## config.mk

```make
export PLATFORM = sky130hd
export DESIGN_NAME = bram_sweep
export DESIGN_NICKNAME = d
export VERILOG_FILES = /design/src/rtl/bram_sweep_pkg.sv /design/src/rtl/bram_sp.sv /design/src/rtl/bram_sweep.sv
export SDC_FILE = /design/constraint.sdc
export NUM_CORES = 1
export LEC_CHECK = 0
export CAP_MARGIN = 20
export CORE_MARGIN = 5
export CORE_UTILIZATION = 55
export DETAILED_ROUTE_END_ITERATION = 6
export PLACE_DENSITY = 0.79
export SLEW_MARGIN = 25
export SYNTH_ARGS = -nofsm -noshare
export SYNTH_HDL_FRONTEND = slang
export SYNTH_SLANG_ARGS = --single-unit
```

## constraint.sdc

```tcl
create_clock -name clk -period 3.1 [get_ports clk]
set_clock_uncertainty 0.15 [all_clocks]
set_input_delay 0.93 -clock clk [delete_from_list [all_inputs] [get_ports clk]]
set_output_delay 0.93 -clock clk [all_outputs]
set_load 0.02 [all_outputs]
```

## src/rtl/bram_sweep_pkg.sv

```systemverilog
// Shared state encoding and sweep-mode constants for the BRAM sweep engine.
package bram_sweep_pkg;

    typedef enum logic [1:0] {
        ST_IDLE  = 2'd0,
        ST_RUN   = 2'd1,
        ST_DRAIN = 2'd2
    } state_e;

    localparam logic MODE_READ = 1'b0;
    localparam logic MODE_FILL = 1'b1;

endpackage

```

## src/rtl/bram_sp.sv

```systemverilog
// Single-port synchronous RAM, read-before-write on a shared address.
// Latency: rdata valid one cycle after addr is presented.
// Backpressure: none; one access accepted every cycle.
module bram_sp #(
    parameter int DATA_W = 4,
    parameter int ADDR_W = 5
) (
    input  logic              clk,
    input  logic              we,
    input  logic [ADDR_W-1:0] addr,
    input  logic [DATA_W-1:0] wdata,
    output logic [DATA_W-1:0] rdata
);

    localparam int DEPTH = 2 ** ADDR_W;

    logic [DATA_W-1:0] mem_q [DEPTH];
    logic [DATA_W-1:0] rdata_q;

    // No reset: contents must survive a reset of the surrounding engine.
    always_ff @(posedge clk) begin
        if (we) begin
            mem_q[addr] <= wdata;
        end
        rdata_q <= mem_q[addr];
    end

    assign rdata = rdata_q;

endmodule

```

## src/rtl/bram_sweep.sv

```systemverilog
// Sweep engine: fills or scans a RAM window, with host access while idle.
// Latency: one access per RUN cycle; read beats appear one cycle after issue.
// Backpressure: none; start and host writes are dropped while busy.
module bram_sweep
    import bram_sweep_pkg::*;
#(
    parameter int DATA_W = 4,
    parameter int ADDR_W = 5
) (
    input  logic              clk,
    input  logic              rst_n,
    input  logic              start,
    input  logic              mode,
    input  logic [ADDR_W-1:0] base_addr,
    input  logic [ADDR_W:0]   len,
    input  logic [DATA_W-1:0] seed,
    input  logic              host_we,
    input  logic [ADDR_W-1:0] host_addr,
    input  logic [DATA_W-1:0] host_wdata,
    output logic [DATA_W-1:0] host_rdata,
    output logic              busy,
    output logic              done,
    output logic              rd_valid,
    output logic [ADDR_W-1:0] rd_addr,
    output logic [DATA_W-1:0] rd_data
);

    state_e            state_q, state_d;
    logic              mode_q, mode_d;
    logic [ADDR_W-1:0] addr_q, addr_d;
    logic [ADDR_W:0]   cnt_q, cnt_d;
    logic [DATA_W-1:0] val_q, val_d;
    logic              done_q, done_d;
    logic              rd_vld_q;
    logic [ADDR_W-1:0] rd_addr_q;
    logic              host_rd_q;
    logic [DATA_W-1:0] host_hold_q;

    logic              ram_we;
    logic [ADDR_W-1:0] ram_addr;
    logic [DATA_W-1:0] ram_wdata;
    logic [DATA_W-1:0] ram_rdata;

    bram_sp #(
        .DATA_W(DATA_W),
        .ADDR_W(ADDR_W)
    ) u_ram (
        .clk  (clk),
        .we   (ram_we),
        .addr (ram_addr),
        .wdata(ram_wdata),
        .rdata(ram_rdata)
    );

    always_comb begin
        state_d   = state_q;
        mode_d    = mode_q;
        addr_d    = addr_q;
        cnt_d     = cnt_q;
        val_d     = val_q;
        done_d    = 1'b0;
        ram_we    = 1'b0;
        ram_addr  = host_addr;
        ram_wdata = host_wdata;
        case (state_q)
            ST_IDLE: begin
                ram_we = host_we;
                if (start) begin
                    if (len == '0) begin
                        done_d = 1'b1;
                    end else begin
                        state_d = ST_RUN;
                        mode_d  = mode;
                        addr_d  = base_addr;
                        cnt_d   = len;
                        val_d   = seed;
                    end
                end
            end
            ST_RUN: begin
                ram_addr  = addr_q;
                ram_wdata = val_q;
                ram_we    = (mode_q == MODE_FILL);
                addr_d    = addr_q + ADDR_W'(1);
                val_d     = val_q + DATA_W'(1);
                cnt_d     = cnt_q - (ADDR_W+1)'(1);
                if (cnt_q == (ADDR_W+1)'(1)) begin
                    // Reads need one extra cycle for the last word to come back.
                    if (mode_q == MODE_FILL) begin
                        state_d = ST_IDLE;
                        done_d  = 1'b1;
                    end else begin
                        state_d = ST_DRAIN;
                    end
                end
            end
            ST_DRAIN: begin
                state_d = ST_IDLE;
                done_d  = 1'b1;
            end
            default: begin
                state_d = ST_IDLE;
            end
        endcase
    end

    always_ff @(posedge clk or negedge rst_n) begin
        if (!rst_n) begin
            state_q     <= ST_IDLE;
            mode_q      <= MODE_READ;
            addr_q      <= '0;
            cnt_q       <= '0;
            val_q       <= '0;
            done_q      <= 1'b0;
            rd_vld_q    <= 1'b0;
            rd_addr_q   <= '0;
            host_rd_q   <= 1'b0;
            host_hold_q <= '0;
        end else begin
            state_q     <= state_d;
            mode_q      <= mode_d;
            addr_q      <= addr_d;
            cnt_q       <= cnt_d;
            val_q       <= val_d;
            done_q      <= done_d;
            rd_vld_q    <= (state_q == ST_RUN) && (mode_q == MODE_READ);
            if (state_q == ST_RUN) begin
                rd_addr_q <= addr_q;
            end
            host_rd_q   <= (state_q == ST_IDLE);
            host_hold_q <= host_rdata;
        end
    end

    // RAM output is only meaningful for the host after an idle-cycle access.
    assign host_rdata = (state_q == ST_IDLE && host_rd_q) ? ram_rdata : host_hold_q;
    assign busy       = (state_q != ST_IDLE);
    assign done       = done_q;
    assign rd_valid   = rd_vld_q;
    assign rd_addr    = rd_addr_q;
    assign rd_data    = rd_vld_q ? ram_rdata : '0;

endmodule

```

After elaboration in Yosys (flattened, before gate mapping)
Memory sizes are Yosys's and may differ from the RTL's. A register that Yosys moved wholly into a read port is not among the register bits. Cells that the tools add are included.

Bits in registers: 30. Bits in latches: 0. Memory bits (writable): 128. Memory bits (read-only): 0. Input bits: 29. Output and inout port bits: 16. Logic and storage cells: 57. Memories: 1.

Add/sub/neg operators: 3. Multiply operators: 0. Divide/modulo/power cells: 0. Order comparisons: 0. Equality and inequality tests: 6. Shift-type cells: 0. Mux-type cells: 26. Bitwise logic cells: 2. Reductions and logical operators: 9.

Memory list: u_ram.mem_q (depth 32, width 4, rd ports 1, clocked after Yosys merged registers in 1, write ports 1, line bram_sp.sv:17) `logic [DATA_W-1:0] mem_q [DEPTH];`.

Operators by type and width (count): 4-bit 2-to-1 mux (5); 5-bit 2-to-1 mux (3); 6-bit 2-to-1 mux (2); 6-bit one-hot mux with 2 select lines (1); 5-bit one-hot mux with 2 select lines (1); 3-bit AND reduction (3); 2-bit 2-to-1 mux (4); 4-bit one-hot mux with 2 select lines (1); 6-bit by 1-bit == test with 1-bit output, second input constant (1); 6-bit zero test (1); 1-bit 2-to-1 mux (6); 2-bit != test, second input constant (3); 6-bit by 1-bit subtractor with 6-bit output, second input constant (1); 5-bit by 1-bit adder with 5-bit output, second input constant (1); 4-bit by 1-bit adder with 4-bit output, second input constant (1); 2-bit one-hot mux with 2 select lines (1); 2-bit nonzero test (2); 1-bit one-hot mux with 3 select lines (1); 2-bit by 1-bit == test with 1-bit output, second input constant (1); 2-bit == test, second input constant (1); 1-bit logical AND (2); 2-bit zero test (1); 1-bit NOT (2); 1-bit one-hot mux with 2 select lines (1).

Depth between registers and ports, before layout
Gate-level depths: netlist of the first run.

Depth after elaboration: 4. Depth in mapped cells: 8. Depth with buffers taken out: 6.

Hierarchy
From an unflattened synthesis of the first run, not the netlist that was laid out.

Cell total of the unflattened synthesis: 503. Area total of the unflattened synthesis: 6962.9 um2.

By module, submodules not included: bram_sp (times used 1, cells each 318, area each 5338.9 um2, seq. area each 3923.8 um2); bram_sweep (times used 1, cells each 185, area each 1624.1 um2, seq. area each 750.7 um2).

Least setup slack after synthesis of the first run
OpenSTA, ideal clock, no wires.

Kind: input port to flip-flop. From: in host_addr[1]. To: mem u_ram.mem_q[10][0], enable pin. Setup time: 330 ps. Arrival time: 2183 ps. Data required time: 2620 ps. Path slack: 438 ps. Stages: 5. Buffers on the path: 1. Cell sequence: inv_1 > o31ai_1 > clkbuf_1 > nand2_1 > nor2_1.

Longest elaborated chain between the ends: 1.

RTL lines: start, declared (line bram_sweep.sv:18) `input logic [ADDR_W-1:0] host_addr,`; 5-bit 2-to-1 mux (line bram_sweep.sv:65) `case (state_q)`; end, declared (line bram_sp.sv:17).

No other way between the ends.

Final worst setup path of the first run
From: in host_addr[0]. To: reg u_ram.rdata_q[3] (netlist: u_ram.rdata[3]), read port of u_ram.mem_q.

Longest elaborated chain between the ends: 1.

RTL lines: 5-bit 2-to-1 mux (line bram_sweep.sv:65); end, declared (line bram_sp.sv:18) `logic [DATA_W-1:0] rdata_q;`.

No other way between the ends. A chain may end at the register's enable or synchronous reset.

==> results of run 1 <==
[worst register-to-register path, stage by stage, from the launching register on]
cell	delay [ps]
sky130_fd_sc_hd__dfrtp_1	380
sky130_fd_sc_hd__buf_4	170
sky130_fd_sc_hd__nor2b_2	330
sky130_fd_sc_hd__buf_4	310
sky130_fd_sc_hd__nand2_1	140
sky130_fd_sc_hd__and2_1	200
sky130_fd_sc_hd__nand2_1	300
sky130_fd_sc_hd__o22ai_1	190
sky130_fd_sc_hd__or4_1	520
[through the flow]
stage	hold slack (ps)	setup WS, ps	cell area, um^2	util [%]
after floorplan	300.7	437.9	6546	-
after global routing	371.0	-9.983	8224	71.11
after detailed placement	316.7	-452.7	7714	66.70
final	328.5	54.74	8224	71.11
after global placement	309.2	-358.2	7714	66.70
after CTS	331.8	3.944	8225	71.12
[cell type report]
cell class / count / area [um^2] / area share, %
clock inverter: 11 / 66.31 / 0.8063
tap: 143 / 178.9 / 2.176
sequential: 162 / 4674 / 56.84
clock buffer: 20 / 436.7 / 5.310
timing repair buffer: 117 / 1056 / 12.84
multi-input combinational: 277 / 1793 / 21.80
inverter: 5 / 18.77 / 0.2282
[how the worst max path moves through the flow]
stage                      start                  to  slack, ps  depth (start not counted)
CTS                   state_q[1]       host_rdata[0]          4                          5
global placement    host_addr[1]      u_ram.rdata[3]       -360                          8
finish              host_addr[0]      u_ram.rdata[3]         50                          9
detailed placement  host_addr[1]      u_ram.rdata[3]       -450                          8
floorplan           host_addr[1]  u_ram.mem_q[10][0]        440                          5
global route        host_addr[1]      u_ram.rdata[0]        -10                          8
[power breakdown]
group	leakage, nW	internal, W	total [W]	switching (W)
Combinational	1.25	0.00161	0.00397	0.00236
Clock	0.228	0.00101	0.00179	0.000783
Sequential	1.53	0.00314	0.00338	0.000244
Total	3.01	0.00575	0.00914	0.00339
[what timing repair did]
action                                  CTS  global route
gates cloned                              0             0
setup buffers                             0             0
pin swaps                                 0             0
endpoints found under the setup margin    5             7
resized for setup                        11             7
[layout by cell type, fill, tap and decap left out, drive strengths merged, types with 4 or more instances in the layout]
cell / netlist / routed
nand3: 9 / 9
a31oi: 4 / 4
buf: 6 / 73
clkinvlp: 0 / 5
a21oi: 10 / 10
clkinv: 0 / 5
ha: 4 / 4
o22ai: 17 / 17
dfxtp: 4 / 4
and2: 7 / 7
mux2: 5 / 5
nand3b: 5 / 5
a22o: 32 / 32
inv: 5 / 6
a221oi: 32 / 32
nand2: 49 / 49
dfrtp: 30 / 30
nor3: 6 / 6
nor2: 56 / 56
clkdlybuf4s50: 0 / 40
edfxtp: 128 / 128
or4: 4 / 4
clkbuf: 18 / 24
o21ai: 9 / 9
[logic make-up after synthesis]
family | after synthesis
flops | 162
buf+inv | 29
xor+xnor | 1
fa+ha+maj | 4
simple gates | 148
mux | 7
compound gates | 117
[flip-flops by register name (all words and copies together), names as in the netlist]
| register | flops |
|---|---|
| addr_q | 5 |
| cnt_q | 6 |
| done | 1 |
| host_hold_q | 4 |
| host_rd_q | 1 |
| mode_q | 1 |
| rd_addr | 5 |
| rd_valid | 1 |
| state_q | 2 |
| u_ram.mem_q | 128 |
| u_ram.rdata | 4 |
| val_q | 4 |
[layer usage]
layer / routed length (um) / GRT usage (%)
met1: 6441 / 31.60
met4: 318 / 7.820
met5: 0 / 0
met3: 1439 / 6.872
met2: 8132 / 39.31
==> implementation parameters, run 1 <==
Parameter                              Value

Min path
  Type of the worst min-delay path    reg2reg
  Worst-case hold path end point    rd_addr[1]
  Startpoint of the lowest-slack hold path    rd_addr[1]
  Hold depth    2

Pwr
  Static Leak    3.011 nW
  Worst supply voltage drop on vdd    0.6216 mV
  Tot Pwr    0.009143 W
  Power per cell area    1112 nW/um^2

Synth
  XOR/XNOR share of the synthesized area    0.1338%
  Adder-cell area share of the yosys netlist    0.7645%
  Dominant cell type by area after synthesis    sky130_fd_sc_hd__edfxtp_1
  Syn nets    501
  Mean Syn Cell Area    13.99 um^2
  Cells after synthesis    468
  Multiplexer area fraction after synthesis    1.166%
  Compound-cell area share of the yosys netlist    14.26%
  Synthesis warning total    0
  Most instantiated library cell after synthesis    sky130_fd_sc_hd__edfxtp_1
  Share of flip-flops with an asynchronous set or reset    18.52%
  Number of register bits inferred by synthesis    162
  Largest cells by area after synthesis    sky130_fd_sc_hd__edfxtp_1 (59%), sky130_fd_sc_hd__dfrtp_1 (11%), sky130_fd_sc_hd__a22o_1 (4.3%), sky130_fd_sc_hd__a221oi_1 (3.7%), sky130_fd_sc_hd__nor2_1 (3.2%)
  Dominant combinational cell family by area after synthesis    compound AO/OA/AOI/OAI gates
  Sequential-to-total area share from yosys stat    71.41%
  Predominant post-synthesis flop cell    sky130_fd_sc_hd__edfxtp_1
  Portion of synthesized cell area occupied by the leading cell type    58.72%
  Most numerous cell types in the synthesized netlist    sky130_fd_sc_hd__edfxtp_1 (128), sky130_fd_sc_hd__nor2_1 (56), sky130_fd_sc_hd__nand2_1 (49)
  Distinct cells, synth    45
  Simple-Gate Fraction of Synth Area    10.17%
  Netlist Area Pre-Place    6546 um^2
  Number of flops mapped to enable cells by yosys    128

Placed design
  Gpl congestion    0.9022
  HPWL Detailed    10.80 mm
  Count of input and output buffers    44
  Cell Count Post-Placement    704

Clock tree
  Clock sink count    162
  Register clock-pin slew on the reported worst setup and hold paths    60 ps
  Clock root cell    sky130_fd_sc_hd__clkbuf_16
  Source-to-sink clock delay at the later pin of the worst-skew pair    410 ps
  Depth of the CTS H-tree    4
  Clock tree from TritonCTS    built
  Number of CTS-inserted buffers    17
  Number of buffers between clock root and the deepest sink    2
  Cts-stage hold buffer count    0

Layout
  Share of final-layout standard cells stronger than drive strength 1    21.28%
  # diodes    0
  Filler Cells Inserted    735
  Non-filler instance count after layout    735
  Synth-to-Final Area Change    25.63%
  Net count of the finished layout    613

Setup path
  Largest stage delay on the critical path    540 ps
  Category of the worst setup path capture point    register
  Setup slack of the most critical reg-to-reg path    300 ps
  Worst Setup Path Type    in2reg
  Crit path launch type    input port
  Worst reg2reg path endpoint    u_ram.rdata[0]
  Crit path cell chain    clkdlybuf4s50_1 -> buf_4 -> o31ai_4 -> buf_12 -> buf_4 -> a22o_1 -> a221oi_2 -> o22ai_1 -> or4_1
  Data arrival, critical path    3170 ps
  Required time of the worst setup path    3230 ps
  Number of cells on the worst reg-to-reg path    8
  Source of the worst register-to-register timing path    state_q[1]
  Standard cell with the maximum stage delay on the critical path    sky130_fd_sc_hd__clkdlybuf4s50_1
  Most frequent cell on the critical path    sky130_fd_sc_hd__buf_4
  Largest fanout of any net on the critical path    8
  Worst path bufs/invs    4
  Cell family with most CP delay    buffers and inverters

Die
  I/O pins    45
  Core area    11,560 um^2
  Die area    14,180 um^2
  Num rows    39
  Vertical extent of the die    119.1 um
  Width of the chip    119.1 um
  Starting density of the core    56.60%

Flow run
  Max-capacitance violation count    0

Timing
  Final number of max-transition violations    0
  Final critical-path share of the clock period    98.23%
  Maximum frequency from static timing analysis    328.4 MHz
  Total negative setup slack    0 ps
  Final hold vios    0
  Final critical-path required period    3045 ps
  Setup violators final    0
  Actual slew at the worst max-slew pin    462.4 ps
  Slew margin rel.    68.75%

GRT
  Initial antenna violation count    0
  Number of global-route vias before repair    4,561
  Gr usage total    24.16%
  Overall overflow remaining after global route    0
  Global-route wire length before repair    25.74 mm
  Maximum number of pins on one net before global-route repair    33

Run status
  Status    finished clean

Detailed routing
  Average detailed-routed wire length per instance    22.22 um
  Wirelength, routed    16.33 mm
  First DRT Iteration DRCs    547
  Detailed-route DRC error count    0
  First-pass iteration count of the detailed router    5
  Antenna-violating nets left    0
  Vias after detailed routing    4,646
  Routed vias/inst    6.321
Power figures use the tool's default switching activity.
==> run 2: changes to the inputs <==
Settings changed: CTS_CLUSTER_SIZE set to 28.
==> results of run 2 <==
Final layout, timing and power as in run 1 (identical DEF).
